==> src/rtl/ifetch_pkg.sv <==
// ---------------------------------------------------------------------------
// ifetch_pkg
//   Shared word/PC definitions for the instruction-fetch front end.
//   Provides the global fetch defines, the buffer entry layout and small
//   PC helper functions used by ifetch_buf and ifetch_unit.
//   Ports: none (package).
// ---------------------------------------------------------------------------
`ifndef IFETCH_DEFINES_SVH
`define IFETCH_DEFINES_SVH
`define WORD_WIDTH 32
`define INST_BYTES 32'd4
`define RESET_PC_DEFAULT 32'h0000_0000
`endif

package ifetch_pkg;

  localparam int unsigned WORD_W = `WORD_WIDTH;
  localparam logic [WORD_W-1:0] INST_BYTES = `INST_BYTES;

  // One buffered instruction: its PC in the upper half, the word below.
  typedef struct packed {
    logic [WORD_W-1:0] pc;
    logic [WORD_W-1:0] code;
  } ibuf_entry_t;

  // Force a byte address onto a word boundary.
  function automatic logic [WORD_W-1:0] word_align(input logic [WORD_W-1:0] addr);
    return {addr[WORD_W-1:2], 2'b00};
  endfunction

  // Sequential successor of a fetch PC (wraps mod 2^32).
  function automatic logic [WORD_W-1:0] next_pc(input logic [WORD_W-1:0] pc);
    return pc + INST_BYTES;
  endfunction

endpackage

==> src/rtl/ifetch_buf.sv <==
// ---------------------------------------------------------------------------
// ifetch_buf
//   Synchronous FIFO holding fetched {pc, code} entries until decode takes them.
//   Ports:
//     clk, rst_n      clock, async active-low reset
//     push, wdata     enqueue one entry
//     pop, rdata      dequeue head (rdata shows the head)
//     flush           discard all entries (wins over push/pop)
//     empty, full     status
//     count           current occupancy
// ---------------------------------------------------------------------------
module ifetch_buf
  import ifetch_pkg::*;
#(
  parameter int unsigned DEPTH = 4,
  localparam int unsigned AW = $clog2(DEPTH),
  localparam int unsigned CW = AW + 1
) (
  input  logic          clk,
  input  logic          rst_n,
  input  logic          push,
  input  logic          pop,
  input  logic          flush,
  input  ibuf_entry_t   wdata,
  output ibuf_entry_t   rdata,
  output logic          empty,
  output logic          full,
  output logic [CW-1:0] count
);

  ibuf_entry_t   mem_q [DEPTH];
  logic [AW-1:0] wr_ptr_q, wr_ptr_d;
  logic [AW-1:0] rd_ptr_q, rd_ptr_d;
  logic [CW-1:0] count_q, count_d;

  // Next pointer and occupancy values; a flush returns to the empty state.
  always_comb begin
    wr_ptr_d = wr_ptr_q;
    rd_ptr_d = rd_ptr_q;
    count_d  = count_q;
    if (flush) begin
      wr_ptr_d = {AW{1'b0}};
      rd_ptr_d = {AW{1'b0}};
      count_d  = {CW{1'b0}};
    end else begin
      if (push) begin
        wr_ptr_d = wr_ptr_q + AW'(1);
      end else begin
        wr_ptr_d = wr_ptr_q;
      end
      if (pop) begin
        rd_ptr_d = rd_ptr_q + AW'(1);
      end else begin
        rd_ptr_d = rd_ptr_q;
      end
      case ({push, pop})
        2'b10:   count_d = count_q + CW'(1);
        2'b01:   count_d = count_q - CW'(1);
        default: count_d = count_q;
      endcase
    end
  end

  // Pointer and occupancy registers.
  always_ff @(posedge clk or negedge rst_n) begin
    if (!rst_n) begin
      wr_ptr_q <= {AW{1'b0}};
      rd_ptr_q <= {AW{1'b0}};
      count_q  <= {CW{1'b0}};
    end else begin
      wr_ptr_q <= wr_ptr_d;
      rd_ptr_q <= rd_ptr_d;
      count_q  <= count_d;
    end
  end

  // Entry storage; a push in a flush cycle belongs to the discarded path.
  always_ff @(posedge clk or negedge rst_n) begin
    if (!rst_n) begin
      for (int i = 0; i < int'(DEPTH); i++) begin
        mem_q[i] <= '0;
      end
    end else if (push && !flush) begin
      mem_q[wr_ptr_q] <= wdata;
    end
  end

  assign rdata = mem_q[rd_ptr_q];
  assign empty = (count_q == {CW{1'b0}});
  assign full  = (count_q == CW'(DEPTH));
  assign count = count_q;

endmodule

==> src/rtl/ifetch_unit.sv <==
// ---------------------------------------------------------------------------
// ifetch_unit
//   MIPS instruction-fetch front end. Issues word reads to instruction memory
//   under a credit limit, buffers in-order responses with their PC, and hands
//   them to decode. A redirect restarts fetch and drops wrong-path work.
//   Ports:
//     clk, rst_n                         clock, async active-low reset
//     redirect_valid, redirect_pc        new fetch target (bits[1:0] ignored)
//     imem_req_valid/ready/addr          fetch request channel
//     imem_rsp_valid/data                in-order read responses
//     inst_valid/ready, inst_code,
//     inst_pc, inst_pc4                  instruction channel toward decode
// ---------------------------------------------------------------------------
module ifetch_unit
  import ifetch_pkg::*;
#(
  parameter logic [31:0] RESET_PC  = `RESET_PC_DEFAULT,
  parameter int unsigned BUF_DEPTH = 4
) (
  input  logic        clk,
  input  logic        rst_n,
  input  logic        redirect_valid,
  input  logic [31:0] redirect_pc,
  output logic        imem_req_valid,
  input  logic        imem_req_ready,
  output logic [31:0] imem_req_addr,
  input  logic        imem_rsp_valid,
  input  logic [31:0] imem_rsp_data,
  output logic        inst_valid,
  input  logic        inst_ready,
  output logic [31:0] inst_code,
  output logic [31:0] inst_pc,
  output logic [31:0] inst_pc4
);

  localparam int unsigned CW = $clog2(BUF_DEPTH) + 1;

  logic [31:0]   fetch_pc_q, fetch_pc_d;
  logic [31:0]   rsp_pc_q, rsp_pc_d;
  logic [CW-1:0] outstanding_q, outstanding_d;
  logic [CW-1:0] drop_cnt_q, drop_cnt_d;

  logic [CW-1:0] buf_count;
  logic          buf_empty;
  logic          buf_full;
  logic          buf_push;
  logic          buf_pop;
  ibuf_entry_t   buf_wdata;
  ibuf_entry_t   buf_rdata;

  logic [CW:0]   credit_used;
  logic          req_valid;
  logic          req_accept;
  logic          head_valid;

  // Credit and handshake decode. Only registered counts feed the credit so a
  // pop in this cycle never frees a slot until the next one.
  always_comb begin
    credit_used = {1'b0, outstanding_q} + {1'b0, buf_count};
    req_valid   = rst_n && !redirect_valid && (credit_used < (CW+1)'(BUF_DEPTH));
    req_accept  = req_valid && imem_req_ready;
    head_valid  = rst_n && !buf_empty && !redirect_valid;
    buf_pop     = head_valid && inst_ready;
    // Responses are kept only on the current path with nothing left to drop.
    buf_push    = imem_rsp_valid && !redirect_valid && (drop_cnt_q == {CW{1'b0}});
    buf_wdata   = '{pc: rsp_pc_q, code: imem_rsp_data};
  end

  // Next-state for the PCs and counters; a redirect overrides everything.
  always_comb begin
    fetch_pc_d    = fetch_pc_q;
    rsp_pc_d      = rsp_pc_q;
    outstanding_d = outstanding_q;
    drop_cnt_d    = drop_cnt_q;

    case ({req_accept, imem_rsp_valid})
      2'b10:   outstanding_d = outstanding_q + CW'(1);
      2'b01:   outstanding_d = outstanding_q - CW'(1);
      default: outstanding_d = outstanding_q;
    endcase

    if (redirect_valid) begin
      fetch_pc_d = word_align(redirect_pc);
      rsp_pc_d   = word_align(redirect_pc);
      // Everything still in flight after this cycle is wrong-path.
      drop_cnt_d = outstanding_q - CW'(imem_rsp_valid);
    end else begin
      if (req_accept) begin
        fetch_pc_d = next_pc(fetch_pc_q);
      end else begin
        fetch_pc_d = fetch_pc_q;
      end
      if (buf_push) begin
        rsp_pc_d = next_pc(rsp_pc_q);
      end else begin
        rsp_pc_d = rsp_pc_q;
      end
      if (imem_rsp_valid && (drop_cnt_q != {CW{1'b0}})) begin
        drop_cnt_d = drop_cnt_q - CW'(1);
      end else begin
        drop_cnt_d = drop_cnt_q;
      end
    end
  end

  // PC and counter registers.
  always_ff @(posedge clk or negedge rst_n) begin
    if (!rst_n) begin
      fetch_pc_q    <= RESET_PC;
      rsp_pc_q      <= RESET_PC;
      outstanding_q <= {CW{1'b0}};
      drop_cnt_q    <= {CW{1'b0}};
    end else begin
      fetch_pc_q    <= fetch_pc_d;
      rsp_pc_q      <= rsp_pc_d;
      outstanding_q <= outstanding_d;
      drop_cnt_q    <= drop_cnt_d;
    end
  end

  ifetch_buf #(
    .DEPTH (BUF_DEPTH)
  ) u_buf (
    .clk   (clk),
    .rst_n (rst_n),
    .push  (buf_push),
    .pop   (buf_pop),
    .flush (redirect_valid),
    .wdata (buf_wdata),
    .rdata (buf_rdata),
    .empty (buf_empty),
    .full  (buf_full),
    .count (buf_count)
  );

  assign imem_req_valid = req_valid;
  assign imem_req_addr  = fetch_pc_q;
  assign inst_valid     = head_valid;
  // Decode-side data is forced to zero while reset is held.
  assign inst_code      = rst_n ? buf_rdata.code : 32'h0000_0000;
  assign inst_pc        = rst_n ? buf_rdata.pc : 32'h0000_0000;
  assign inst_pc4       = rst_n ? next_pc(buf_rdata.pc) : 32'h0000_0000;

endmodule

==> config.mk <==
export PLATFORM = sky130hd
export DESIGN_NAME = ifetch_unit
export DESIGN_NICKNAME = d
export VERILOG_FILES = /design/src/rtl/ifetch_pkg.sv /design/src/rtl/ifetch_buf.sv /design/src/rtl/ifetch_unit.sv
export SDC_FILE = /design/constraint.sdc
export NUM_CORES = 1
export LEC_CHECK = 0
export CORE_AREA = 4 4 131 259
export DETAILED_ROUTE_END_ITERATION = 8
export DIE_AREA = 0 0 135 263
export HOLD_SLACK_MARGIN = 0.06
export PLACE_DENSITY = 0.72
export SLEW_MARGIN = 20
export SYNTH_ARGS = -nofsm -noshare
export SYNTH_HDL_FRONTEND = slang
export SYNTH_SLANG_ARGS = --single-unit
==> constraint.sdc <==
create_clock -name clk -period 2.9 [get_ports clk]
set_input_delay 0.725 -clock clk [delete_from_list [all_inputs] [get_ports clk]]
set_output_delay 0.725 -clock clk [all_outputs]
set_load 0.005 [all_outputs]
Yosys cells after proc, flatten, opt, wreduce, memory -nomap -nowiden:

Index checks and enable logic that the tools add are counted.

* bitwise logic cells: 2
* eq/ne operators: 4
* order comparisons: 4
* reductions and logical operators: 22
* mux-type cells: 22
* add/sub/neg operators: 12

Operators with widths (count)
* $bwmux W256: 1
* $mux W32: 7
* $mux W64: 3
* $bmux W64 S2: 1
* $demux W64 S2: 1
* $add A32 B3 Y32 const B: 3
* $pmux W3 S2: 2
* $logic_and A1 B1 Y1: 11
* $reduce_bool A2 Y1: 5
* $mux W3: 3
* $sub A3 B1 Y3 const B: 3
* $mux W2: 4
* $add A3 B1 Y3 const B: 2
* $ge A3 B3 Y1 const B: 2
* $logic_not A3 Y1: 2
* $not A2 Y3: 2
* $reduce_bool A3 Y1: 2
* $add A2 B1 Y2 const B: 2
* $add A3 B3 Y4: 1
* $eq A2 B1 Y1 const B: 2
* $eq A2 B2 Y1 const B: 2
* $lt A4 B3 Y1 const B: 1
* $lt A3 B1 Y1 const B: 1
* $sub A3 B1 Y3: 1
* $logic_not A1 Y1: 2

* bits in registers: 333
* input bits: 70
* logic and storage cells: 81

Logic depth before layout (Yosys ltp):

Gate-level depths: netlist of run 1.

* word-level depth: 8
* depth in mapped cells: 12
* gate-level depth less buffers: 10

Hierarchy:

A second synthesis of run 1 with hierarchy kept.

* cells, all modules: 1263
* area total of the unflattened synthesis: 17570.6 um^2

Modules (own cells, without submodules)
* ifetch_buf: area an instance 12499.5 um^2, cells an instance 658, instances 1
* ifetch_unit: area an instance 5071.1 um^2, cells an instance 605, instances 1

Worst setup path after synthesis of run 1:

OpenSTA, ideal clock, no wires.

* path kind: flip-flop to output port
* start point: register u_buf.rd_ptr_q[0]
* end point: output port inst_pc4[26]
* path slack: -0.094 ns
* arrival: 2.269 ns
* stages on the path, launching flop included: 11
* buffers on the path: 4
* cell sequence: dfrtp_1 -> buf_6 -> buf_12 -> mux4_2 -> ha_1 -> and3_1 -> buf_2 -> nand4_4 -> buf_6 -> nor3b_1 -> mux2_2

* cells in the longest elaborated chain, start to end: 6

Ends and longest elaborated chain
* from (decl): line ifetch_buf.sv:33 `logic [AW-1:0] rd_ptr_q, rd_ptr_d;`
* from (signal assigned): line ifetch_buf.sv:68 `rd_ptr_q <= {AW{1'b0}};`
* from (signal assigned): line ifetch_buf.sv:72 `rd_ptr_q <= rd_ptr_d;`
* $not A2 Y3 (not written as such): line ifetch_buf.sv:88 `assign rdata = mem_q[rd_ptr_q];`
* $bmux W64 S2: line ifetch_buf.sv:88
* $mux W64 (not written as such) (2 in a row): line ifetch_buf.sv:88
* $add A32 B3 Y32: line ifetch_pkg.sv:33 `return pc + INST_BYTES;`
* $mux W32: line ifetch_unit.sv:142 `assign inst_pc4 = rst_n ? next_pc(buf_rdata.pc) : 32'h0000_0000;`
* to (decl): line ifetch_unit.sv:33 `output logic [31:0] inst_pc4`

No other way between the ends. The select of a mux whose other input is x is not followed.

Worst setup path in the final report of run 1:

* start point: register u_buf.rd_ptr_q[0]
* end point: output port inst_pc4[25]

Same word-level chain as after synthesis.

==> results of run 1 <==
==> layout make-up <==
class	count	area, sq um	share of cell area [%]
multi-input combinational	826	8170	37.9
sequential	321	8040	37.3
timing repair buffer	380	3840	17.8
clock buffer	39	783	3.64
tap	427	534	2.48
clock inverter	10	100	0.465
inverter	21	83.8	0.389
==> cell usage after synthesis, drive strengths merged, types with 3 or more instances <==
cell / number / area share (%)
nor4: 10 / 0.39
o31ai: 8 / 0.37
mux2i: 5 / 0.31
o21ai: 23 / 0.71
a31oi: 5 / 0.19
and3: 20 / 0.77
nand4b: 3 / 0.16
nand2: 59 / 1.4
nor2: 46 / 1.1
dfrtp: 321 / 50
or4: 10 / 0.46
o211ai: 3 / 0.14
inv: 20 / 0.46
ha: 14 / 1.1
mux4: 62 / 9.0
nor3: 18 / 0.56
nand3: 32 / 0.99
xnor2: 33 / 1.8
a21oi: 25 / 0.77
xor2: 32 / 1.7
mux2: 280 / 20
and4: 13 / 0.75
and2: 62 / 2.4
or3: 8 / 0.31
buf: 25 / 1.1
nand4: 23 / 1.1
clkbuf: 56 / 1.3
o311ai: 6 / 0.33
==> layer usage <==
| layer | up-vias | track usage, % | routed length, um |
|---|---|---|---|
| met2 | 335 | 47.4 | 25000 |
| li1 | 5185 | - | - |
| met5 | - | 0 | 0 |
| met3 | 108 | 2.14 | 1390 |
| met1 | 6022 | 27.5 | 15700 |
| met4 | 0 | 10.7 | 2060 |
==> where the power goes <==
group	internal, uW	total (uW)	switching (uW)
clock	2060	3700	1650
combinational	3420	5640	2230
sequential	5490	6200	710
==> how the worst max path moves through the flow <==
stage / start / end / slack [ns] / depth (start not counted)
after floorplan: u_buf.rd_ptr_q[0] / inst_pc4[26] / -0.005 / 10
after global placement: u_buf.rd_ptr_q[0] / inst_pc4[24] / -0.75 / 8
after detailed placement: u_buf.rd_ptr_q[0] / inst_pc4[24] / -0.80 / 8
after CTS: u_buf.rd_ptr_q[0] / inst_pc4[26] / -0.95 / 10
after global routing: u_buf.rd_ptr_q[0] / inst_pc4[23] / -1.01 / 10
final: u_buf.rd_ptr_q[0] / inst_pc4[25] / -0.93 / 9
==> critical path, delay by kind of cell (launching register included) <==
kind            cells  cell delay [ns]
flops               1             0.52
mux                 1             0.36
simple gates        3             0.89
buf+inv             4             0.62
compound gates      1             0.15
==> timing repair <==
action	CTS	global route
pin swaps	55	36
hold endpoints to repair	4	0
resized for setup	457	171
setup buffers	45	28
hold buffers	1	0
gates cloned	4	0
setup endpoints to repair	94	93
==> cell usage in the layout, fill, tap and decap left out, types with 9 or more instances in the layout <==
master and count:
a21oi_1 15, and2_1 9, and2_4 53, and3_1 15, buf_12 20, buf_2 28
buf_4 77, buf_6 119, clkbuf_16 29, clkbuf_2 22, clkdlybuf4s50_1 98, dfrtp_1 319
ha_1 13, inv_1 15, mux2_2 275, mux4_2 62, nand2_1 47, nand3_1 28
nand4_1 21, nor2_1 42, nor3_1 13, nor4_1 9, o21ai_0 20, xnor2_1 31
xor2_1 31
==> sequential cells by signal, summed over array words and instances (netlist names) <==
name            cells
drop_cnt_q          3
imem_req_addr      30
outstanding_q       3
rsp_pc_q           30
u_buf.count         3
u_buf.mem_q       248
u_buf.rd_ptr_q      2
u_buf.wr_ptr_q      2
==> through the flow <==
step | std cells | hold slack, ns | total power [uW]
finish | 2024 | 0.326 | 15500
global route | 2024 | 0.337 | 16300
CTS | 2009 | 0.300 | 15200
detailed placement | 1911 | 0.487 | 11000
global placement | 1911 | 0.479 | 10800
floorplan | 1248 | 0.429 | 8570
==> cells by family (layout without fill, tap and decap cells) <==
kind of cell | after synthesis | count (layout) | synth area share, %
DFF | 321 | 321 | 49.7
buffers and inverters | 102 | 450 | 2.96
and+or+nand+nor | 313 | 314 | 10.8
xor gates and xnor gates | 65 | 65 | 3.52
AOI/OAI and AO/OA | 78 | 78 | 2.92
adders and majority gates | 16 | 16 | 1.33
other | 1 | 6 | 0.0232
muxes | 347 | 347 | 28.8
==> run_summary.xml, run 1 <==
<?xml version="1.0" encoding="UTF-8"?>
<metrics>
  <group name="run_status">
    <metric name="outcome" unit="">finished with violations</metric>
    <metric name="failed_checks" unit="">negative setup slack</metric>
  </group>
  <group name="synthesis">
    <metric name="syn-instance-count" unit="">1243</metric>
    <metric name="asyncSetResetFlopFracSynth" unit="%">100</metric>
    <metric name="synth.yosys.warnings" unit="">0</metric>
    <metric name="synth_seq_cells" unit="">321</metric>
    <metric name="synth.avg_cell_area" unit="sq um">13.0</metric>
    <metric name="seq_area_frac_synth" unit="%">49.7</metric>
    <metric name="synth_flop_cell" unit="">dfrtp_1</metric>
    <metric name="yosys.cell_types.count" unit="">60</metric>
    <metric name="number_of_synthesized_flops_with_an_enable_pin" unit="">0</metric>
    <metric name="netlist_area" unit="sq mm">0.0162</metric>
  </group>
  <group name="flow_run">
    <metric name="maxCapViolations" unit="">0</metric>
  </group>
  <group name="sta">
    <metric name="postLayoutSetupSlackWorst" unit="ns">-0.925</metric>
    <metric name="post-route-period-util" unit="%">132</metric>
    <metric name="final_count_of_negative_setup_slack_endpoints" unit="">84</metric>
    <metric name="fmaxAchievable" unit="GHz">0.261</metric>
    <metric name="timing.clock.skew" unit="ns">0.0117</metric>
    <metric name="tns" unit="ns">-36.35</metric>
    <metric name="worst_slew_pin_slew" unit="ns">0.692</metric>
    <metric name="unrepaired_setup_endpoints_after_global_routing" unit="">yes</metric>
    <metric name="hold_viol_final" unit="">0</metric>
    <metric name="period_needed" unit="ns">3.83</metric>
    <metric name="timing.slew.headroom" unit="%">53.9</metric>
    <metric name="slew_viol_final" unit="">0</metric>
  </group>
  <group name="grt">
    <metric name="pin_count_of_the_biggest_net_entering_global_routing" unit="">55</metric>
    <metric name="number_of_antenna_violations_at_the_first_check_in_global_routing" unit="">0</metric>
    <metric name="grt_util_all_layers" unit="%">24.8</metric>
    <metric name="number_of_global_route_vias_before_repair" unit="">12749</metric>
    <metric name="globalRouteOverflowTotal" unit="">0</metric>
    <metric name="global_route_wire_length_before_repair" unit="um">70100</metric>
  </group>
  <group name="power_and_ir_drop">
    <metric name="leakagePower" unit="uW">0.00991</metric>
    <metric name="vdd_ir_drop_max" unit="mV">0.517</metric>
    <metric name="powerDensity" unit="mW/mm^2">721</metric>
  </group>
  <group name="setup_path">
    <metric name="worst_setup_start_kind" unit="">flip-flop</metric>
    <metric name="timing.critical_path.required" unit="ns">2.17</metric>
    <metric name="criticalPathCategory" unit="">reg -&gt; out</metric>
    <metric name="rr_startpoint" unit="">imem_req_addr[10]</metric>
    <metric name="reg2reg_to" unit="">imem_req_addr[31]</metric>
    <metric name="critical-path-max-stage-delay" unit="ns">0.52</metric>
    <metric name="cp_slowest_cell" unit="">dfrtp_4</metric>
    <metric name="crit_chain" unit="">buf_12 -&gt; buf_16 -&gt; mux4_2 -&gt; and4_4 -&gt; nand4_4 -&gt; buf_6 -&gt; or4_4 -&gt; a21oi_4 -&gt; clkbuf_2</metric>
    <metric name="worst_setup_path_end_kind" unit="">primary output</metric>
    <metric name="worst_r2r_setup_slack" unit="ns">0.49</metric>
    <metric name="timing.critical_path.arrival" unit="ns">3.10</metric>
    <metric name="crit_fanout" unit="">14</metric>
    <metric name="timing.reg2reg.worst_path_depth" unit="">5</metric>
  </group>
  <group name="clock_network">
    <metric name="cts_tree" unit="">done</metric>
    <metric name="cts_max_level" unit="">1</metric>
    <metric name="cts_sinks" unit="">321</metric>
    <metric name="cts_made_buffers" unit="">29</metric>
    <metric name="cts.reportedPaths.clkPinSlew" unit="ns">0.07</metric>
    <metric name="cts_max_path_buffers" unit="">3</metric>
    <metric name="clock-root-buffer" unit="">clkbuf_16</metric>
    <metric name="clkLatencyLatePin" unit="ns">0.55</metric>
  </group>
  <group name="cells_and_area">
    <metric name="utilization" unit="%">67.3</metric>
    <metric name="antenna_cells" unit="">0</metric>
    <metric name="num-nets-final" unit="">1665</metric>
    <metric name="fill_cells" unit="">2315</metric>
    <metric name="drive_above_1_share" unit="%">49.6</metric>
    <metric name="stdcell_area" unit="sq mm">0.0215</metric>
    <metric name="area.growth.synth_to_final" unit="%">33.3</metric>
  </group>
  <group name="placed_design">
    <metric name="count_of_port_buffers_added_during_placement" unit="">191</metric>
    <metric name="place.gp.congestion" unit="">0.897</metric>
    <metric name="detailed_place_hpwl" unit="um">30700</metric>
    <metric name="preCtsSetupSlack" unit="ns">-0.796</metric>
    <metric name="place_area" unit="sq mm">0.0195</metric>
  </group>
  <group name="drt">
    <metric name="post-route-drc-count" unit="">0</metric>
    <metric name="routed_via_density" unit="">5.76</metric>
    <metric name="routed_wire_length_per_instance" unit="um">21.8</metric>
    <metric name="firstDrtPassIters" unit="">5</metric>
    <metric name="ant_nets" unit="">0</metric>
    <metric name="dr.first_iter.drc_count" unit="">424</metric>
    <metric name="dr_total_vias" unit="">11650</metric>
    <metric name="routed_wirelength" unit="um">44200</metric>
  </group>
  <group name="floorplanning">
    <metric name="core.rowCount" unit="">93</metric>
    <metric name="floorplan_core_area" unit="sq mm">0.0320</metric>
    <metric name="initial_util" unit="%">50.5</metric>
    <metric name="fp.dieH" unit="um">263</metric>
    <metric name="boundaryPins" unit="">200</metric>
    <metric name="die_x" unit="um">135</metric>
    <metric name="die-area" unit="sq mm">0.0355</metric>
  </group>
  <group name="worst_hold_path">
    <metric name="min-delay-path-class" unit="">in -&gt; async</metric>
  </group>
</metrics>
Note: power is estimated with default switching activity, not from simulation.
==> run 2, diff against run 1 <==
--- a/config.mk
+++ b/config.mk
@@ -5,11 +5,14 @@
 export SDC_FILE = /design/constraint.sdc
 export NUM_CORES = 1
 export LEC_CHECK = 0
+export CAP_MARGIN = 20
 export CORE_AREA = 4 4 131 259
 export DETAILED_ROUTE_END_ITERATION = 8
 export DIE_AREA = 0 0 135 263
 export HOLD_SLACK_MARGIN = 0.06
 export PLACE_DENSITY = 0.72
+export RECOVER_POWER = 100
+export REMOVE_ABC_BUFFERS = 1
 export SLEW_MARGIN = 20
 export SYNTH_ARGS = -nofsm -noshare
 export SYNTH_HDL_FRONTEND = slang
==> run 2 against run 1 <==
  * The flow still finishes with violations (negative setup slack)
  * Total power increased by 2.8%
  * Setup slack better by 0.048 ns
  * Fmax rose by 1.3%
  * First-iteration DRC count increased by 6.8%
  * Design area rose by 0.64%
  * Non-clock buffer count up 26
  * Final cell count is 1.4% higher
  * Via count hardly changed
  * Wire length hardly changed
==> run_summary.xml, run 2 (synthesized netlist as in run 1, its figures left out) <==
<?xml version="1.0" encoding="UTF-8"?>
<metrics>
  <group name="run_status">
    <metric name="outcome" unit="">finished with violations</metric>
    <metric name="failed_checks" unit="">negative setup slack</metric>
  </group>
  <group name="power_and_ir_drop">
    <metric name="power_frac_clock" unit="%">24.9</metric>
    <metric name="power_switching" unit="uW">4670</metric>
    <metric name="powerDensity" unit="mW/mm^2">737</metric>
    <metric name="share_seq_of_total_power" unit="%">38.6</metric>
    <metric name="power.total" unit="uW">16000</metric>
    <metric name="power.share.combinational" unit="%">36.6</metric>
    <metric name="vdd_ir_drop_max" unit="mV">0.479</metric>
    <metric name="leakagePower" unit="uW">0.00990</metric>
    <metric name="power.share.switching" unit="%">29.3</metric>
    <metric name="power.internal" unit="uW">11300</metric>
  </group>
  <group name="setup_path">
    <metric name="path_depth" unit="">10</metric>
    <metric name="worst_setup_start_kind" unit="">flip-flop</metric>
    <metric name="timing.critical_path.max_delay_family" unit="">simple AND/OR/NAND/NOR gates</metric>
    <metric name="criticalPathCategory" unit="">reg -&gt; out</metric>
    <metric name="crit_fanout" unit="">4</metric>
    <metric name="critical-path-max-stage-delay" unit="ns">0.51</metric>
    <metric name="crit_chain" unit="">buf_6 -&gt; mux4_2 -&gt; buf_6 -&gt; and4_4 -&gt; buf_6 -&gt; nand4_4 -&gt; buf_6 -&gt; or4_4 -&gt; a21oi_4 -&gt; buf_2</metric>
    <metric name="timing.critical_path.mode_cell" unit="">buf_6</metric>
    <metric name="timing.reg2reg.worst_path_depth" unit="">7</metric>
    <metric name="timing.critical_path.required" unit="ns">2.17</metric>
    <metric name="timing.critical_path.buf_inv" unit="">5</metric>
    <metric name="timing.critical_path.arrival" unit="ns">3.05</metric>
    <metric name="cp_slowest_cell" unit="">dfrtp_4</metric>
    <metric name="worst_setup_path_end_kind" unit="">primary output</metric>
  </group>
  <group name="sta">
    <metric name="post-route-period-util" unit="%">130</metric>
    <metric name="slew_viol_final" unit="">0</metric>
    <metric name="postLayoutSetupSlackWorst" unit="ns">-0.878</metric>
    <metric name="hold_viol_final" unit="">0</metric>
    <metric name="period_needed" unit="ns">3.78</metric>
    <metric name="timing.clock.skew" unit="ns">0.0212</metric>
    <metric name="timing.slew.headroom" unit="%">7.42</metric>
    <metric name="hold-worst-slack" unit="ns">0.364</metric>
    <metric name="worst_slew_pin_slew" unit="ns">1.39</metric>
    <metric name="final_count_of_negative_setup_slack_endpoints" unit="">109</metric>
    <metric name="unrepaired_setup_endpoints_after_global_routing" unit="">yes</metric>
    <metric name="fmaxAchievable" unit="GHz">0.265</metric>
  </group>
  <group name="clock_network">
    <metric name="cts_sinks" unit="">321</metric>
    <metric name="cts_made_buffers" unit="">28</metric>
    <metric name="clkLatencyLatePin" unit="ns">0.56</metric>
    <metric name="cts_max_path_buffers" unit="">3</metric>
    <metric name="cts_tree" unit="">done</metric>
    <metric name="cts_stage_hold_buffer_count" unit="">0</metric>
    <metric name="cts.reportedPaths.clkPinSlew" unit="ns">0.07</metric>
    <metric name="cts_max_level" unit="">1</metric>
    <metric name="clock-root-buffer" unit="">clkbuf_16</metric>
  </group>
  <group name="grt">
    <metric name="groute.layer.met2.usage" unit="%">49.5</metric>
    <metric name="number_of_antenna_violations_at_the_first_check_in_global_routing" unit="">1</metric>
    <metric name="pin_count_of_the_biggest_net_entering_global_routing" unit="">68</metric>
    <metric name="number_of_global_route_vias_before_repair" unit="">13134</metric>
    <metric name="grt_util_all_layers" unit="%">25.0</metric>
    <metric name="global_route.peak_usage_layer" unit="">met2</metric>
    <metric name="globalRouteMet1Util" unit="%">25.5</metric>
    <metric name="global_route_wire_length_before_repair" unit="um">70200</metric>
    <metric name="globalRouteOverflowTotal" unit="">0</metric>
    <metric name="grt_util_met3" unit="%">2.12</metric>
  </group>
  <group name="cells_and_area">
    <metric name="stdcell_area" unit="sq mm">0.0217</metric>
    <metric name="most_frequent_standard_cell_in_the_layout_excluding_fill_and_tap_cells" unit="">dfrtp_1</metric>
    <metric name="area.growth.synth_to_final" unit="%">34.2</metric>
    <metric name="top_register" unit="">u_buf.mem_q</metric>
    <metric name="most-common-layout-cells" unit="">dfrtp_1, mux2_2, buf_6</metric>
    <metric name="largest_register_ffs" unit="">248</metric>
    <metric name="drive_above_1_share" unit="%">47.5</metric>
    <metric name="num-nets-final" unit="">1689</metric>
  </group>
  <group name="floorplanning">
    <metric name="die-area" unit="sq mm">0.0355</metric>
    <metric name="boundaryPins" unit="">200</metric>
    <metric name="die_x" unit="um">135</metric>
    <metric name="floorplan_core_area" unit="sq mm">0.0320</metric>
    <metric name="initial_util" unit="%">50.5</metric>
    <metric name="core.rowCount" unit="">93</metric>
    <metric name="fp.dieH" unit="um">263</metric>
  </group>
  <group name="drt">
    <metric name="routed_wirelength" unit="um">44200</metric>
    <metric name="dr.first_iter.drc_count" unit="">453</metric>
    <metric name="post-route-drc-count" unit="">0</metric>
    <metric name="ant_nets" unit="">0</metric>
    <metric name="routed_via_density" unit="">5.67</metric>
    <metric name="firstDrtPassIters" unit="">4</metric>
    <metric name="dr_total_vias" unit="">11643</metric>
    <metric name="routed_wire_length_per_instance" unit="um">21.6</metric>
  </group>
  <group name="placed_design">
    <metric name="count_of_port_buffers_added_during_placement" unit="">191</metric>
    <metric name="place.gp.congestion" unit="">0.924</metric>
    <metric name="preCtsSetupSlack" unit="ns">-0.828</metric>
    <metric name="place_area" unit="sq mm">0.0194</metric>
    <metric name="detailed_place_hpwl" unit="um">30500</metric>
  </group>
  <group name="flow_run">
    <metric name="maxCapViolations" unit="">0</metric>
  </group>
  <group name="worst_hold_path">
    <metric name="min-delay-path-class" unit="">in -&gt; async</metric>
  </group>
</metrics>
[run 2: cell types whose count changed in the layout (fill, tap and decap cells not counted), moves of 6 or more]
cell	change
and2_1	+16
and2_4	-16
buf_12	-10
buf_2	+8
buf_4	-16
buf_6	+15
clkbuf_1	+19
clkbuf_2	-10
clkbuf_4	+6
clkdlybuf4s15_1	+9
clkdlybuf4s50_1	-32
dlygate4sd3_1	+30
[run 2: final cells by class]
cell class | instances | area (sq um)
clock buffer | 39 | 833
sequential | 321 | 8040
timing repair buffer | 406 | 3900
clock inverter | 12 | 148
fill | 2313 | 10300
tap | 427 | 534
multi-input combinational | 825 | 8130
inverter | 21 | 96.3
antenna | 1 | 2.50
[run 2: per-stage QoR]
| step | std cells | setup TNS [ns] | utilization, % |
|---|---|---|---|
| CTS | 2048 | -39.03 | 67.9 |
| finish | 2052 | -35.73 | 67.8 |
| global placement | 1917 | -26.03 | 60.7 |
| detailed placement | 1917 | -27.96 | 60.7 |
| floorplan | 1167 | -118.83 | - |
| global route | 2052 | -47.05 | 67.8 |
[run 2: worst reg2reg max path: cells and delay by family, from the launching register on]
kind	cells	cell delay [ns]
buffers and inverters	2	0.64
flip-flops	1	0.39
multiplexers	1	0.50
AND/OR/NAND/NOR	3	0.59
adder cells (fa/ha/maj)	1	0.20
[run 2: layer usage]
metal / part of all wire, % / vias up
li1: - / 5252
met5: 0 / -
met3: 3.0 / 109
met2: 58 / 263
met1: 34 / 6019
met4: 5.4 / 0
[run 2: power groups by stage]
stage                     sequential, uW  combinational, uW  clock (uW)
after CTS                           6140               5710        4050
after global placement              6150               4600           0
after global routing                6280               6250        4220
after floorplan                     5980               2500           0
final                               6160               5840        3970
after detailed placement            6210               4740           0
[run 2: final timing paths]
check | from | endpoint | slack, ns
max | u_buf.rd_ptr_q[0] | inst_pc4[31] | -0.88
min | rst_n | u_buf.mem_q[128] | 0.36
max reg2reg | drop_cnt_q[0] | u_buf.mem_q[57] | 0.47
min reg2reg | u_buf.mem_q[30] | u_buf.mem_q[30] | 0.50
max in group asynchronous | rst_n | drop_cnt_q[0] | 0.38
min in group clk | u_buf.mem_q[30] | u_buf.mem_q[30] | 0.50
[run 2: what timing repair did]
item	CTS	global route
hold endpoints to repair	0	0
endpoints found under the setup margin	94	93
cloned	5	0
pin swaps	62	26
resized for setup	590	88
buffers inserted	80	21
==> run 3, diff against run 2 <==
--- a/config.mk
+++ b/config.mk
@@ -7,6 +7,7 @@
 export LEC_CHECK = 0
 export CAP_MARGIN = 20
 export CORE_AREA = 4 4 131 259
+export CTS_CLUSTER_SIZE = 25
 export DETAILED_ROUTE_END_ITERATION = 8
 export DIE_AREA = 0 0 135 263
 export HOLD_SLACK_MARGIN = 0.06
==> results of run 3 <==
The final DEF is identical to that of run 2; final timing and power are the same.
==> patch: new RTL, settings of run 3 <==
Change the parameter `BUF_DEPTH` from 4 to 2.
--- a/src/rtl/ifetch_unit.sv
+++ b/src/rtl/ifetch_unit.sv
@@ -15,7 +15,7 @@
   import ifetch_pkg::*;
 #(
   parameter logic [31:0] RESET_PC  = `RESET_PC_DEFAULT,
-  parameter int unsigned BUF_DEPTH = 4
+  parameter int unsigned BUF_DEPTH = 2
 ) (
   input  logic        clk,
   input  logic        rst_n,
Formal check against the unedited RTL: not equivalent (Yosys sat finds a counterexample within 4 cycles, from zero or initial values and one cycle with rst_n low).
==> patch against run 3 <==
Sequential cell count shrank 129. Global-route usage shrank 6.3 points. Area after synthesis shrank 36%. Total power shrank 30%. Highest routed layer unchanged. Count of clock-buffer cells in the layout shrank 21. Worst setup slack gained 160 ps. The run ends with max-capacitance violations, max-slew violations, negative setup slack left. Routed wire length shrank 24%. Worst hold slack lost 23 ps. Final area shrank 31%. Via count shrank 22%. Critical endpoint unchanged. Utilization shrank 21 points.
==> patch: results (changes against run 3) <==
Fin worst setup slack: -722 ps (was -878 ps)
Max_cap viols: 2 (was 0)
Layout cells sized above 1: 33.2% (was 47.5%)
Per-cell routed wire length: 19.3 um (was 21.6 um)
Status: finished, violations left (unchanged)
Clk_lat worst skew: 460 ps (was 560 ps)
Final #Nets: 1385 (was 1689)
Area after DPL: 13600 sq um (was 19400 sq um)
Global-route wire length before repair: 51900 um (was 70200 um)
Final Wtd Congestion: 0.841 (was 0.924)
Netlist cell types: 69 (was 60)
VDD IR-drop max: 0.000467 V (was 0.000479 V)
Seq/Total Area, Yosys: 46.5% (was 49.7%)
Number of flip-flops in the largest register: 124 (was 248)
WHS: 341 ps (was 364 ps)
Dpl hpwl: 24600 um (was 30500 um)
Antenna violations before repair: 0 (was 1)
WP data arrival: 2900 ps (was 3050 ps)
Final Setup Violations: 142 (was 109)
Failing checks: max-capacitance violations, max-slew violations, negative setup slack (was negative setup slack)
Post-Synthesis Cells: 980 (was 1243)
DR iter-0 viols: 450 (was 453)
List of most frequent post-synthesis cells: 192 x dfrtp_1, 130 x mux2_2, 103 x nor2_1 (was 321 x dfrtp_1, 277 x mux2_2, 62 x and2_1)
Router iterations before antenna repair: 6 (was 4)
Largest net degree at the start of global routing: 63 (was 68)
Slew @ Worst Pin: 1860 ps (was 1390 ps)
Via count: 9134 (was 11600)
CP max stage delay: 540 ps (was 510 ps)
Cells after DPL: 1669 (was 1917)
Final wirelength: 33700 um (was 44200 um)
CTS H-Tree Depth: 4 (was 1)
Worst-case clock buffer depth: 2 (was 3)
FF-to-FF End: imem_req_addr[30] (was u_buf.mem_q[57])
Delay-heaviest family, CP: compound AO/OA/AOI/OAI gates (was simple AND/OR/NAND/NOR gates)
Static Leak: 6.48 nW (was 9.90 nW)
Fin. max-slew vios: 65 (was 0)
==> patch: worst max path at each step <==
stage / startpoint / to / slack [ps] / cells after the start
final: u_buf.rd_ptr_q / inst_pc4[31] / -720 / 9
after global routing: u_buf.rd_ptr_q / inst_pc4[29] / -880 / 10
after CTS: u_buf.rd_ptr_q / inst_pc4[26] / -740 / 11
after detailed placement: u_buf.rd_ptr_q / inst_pc4[26] / -820 / 9
after global placement: u_buf.rd_ptr_q / inst_pc4[31] / -750 / 10
after floorplan: redirect_valid / u_buf.mem_q[100] / -2850 / 2
==> patch: cell families (layout without fill, tap and decap cells) <==
group           count (synthesis)  in the layout  share of synthesized area, %
simple gates                  328            328                          15.8
mux                           193            193                          20.3
flops                         192            192                          46.5
compound gates                134            134                          8.95
buf+inv                        75            411                          3.23
xor+xnor                       50             50                          4.24
fa+ha+maj                       7              7                         0.920
other cells                     1              6                        0.0363
==> patch: cell type report <==
cell class / count / area [sq um]
Sequential cell: 192 / 4810
Timing Repair Buffer: 365 / 3240
Fill cell: 2934 / 17000
Inverter: 14 / 55.1
Multi-Input combinational cell: 718 / 5790
Clock inverter: 14 / 169
Tap cell: 427 / 534
Clock buffer: 18 / 429
==> patch: stage by stage <==
step | worst slack, ps | utilization [%] | setup TNS [ps]
CTS | -742 | 46.5 | -18700
global route | -882 | 47.0 | -50600
floorplan | -2850 | - | -323580
detailed placement | -822 | 42.4 | -12900
global placement | -749 | 42.4 | -11540
finish | -722 | 47.0 | -31570
==> patch: routing by layer <==
metal  routed length (um)  part of all wire (%)  up-vias  GRT usage (%)
li1                     -                     -     4184              -
met1                11400                    34     4504           18.2
met2                18300                    54      319           34.5
met3                 1240                   3.7      127           2.62
met4                 2760                   8.2        0           14.6
met5                    0                     0        -              0
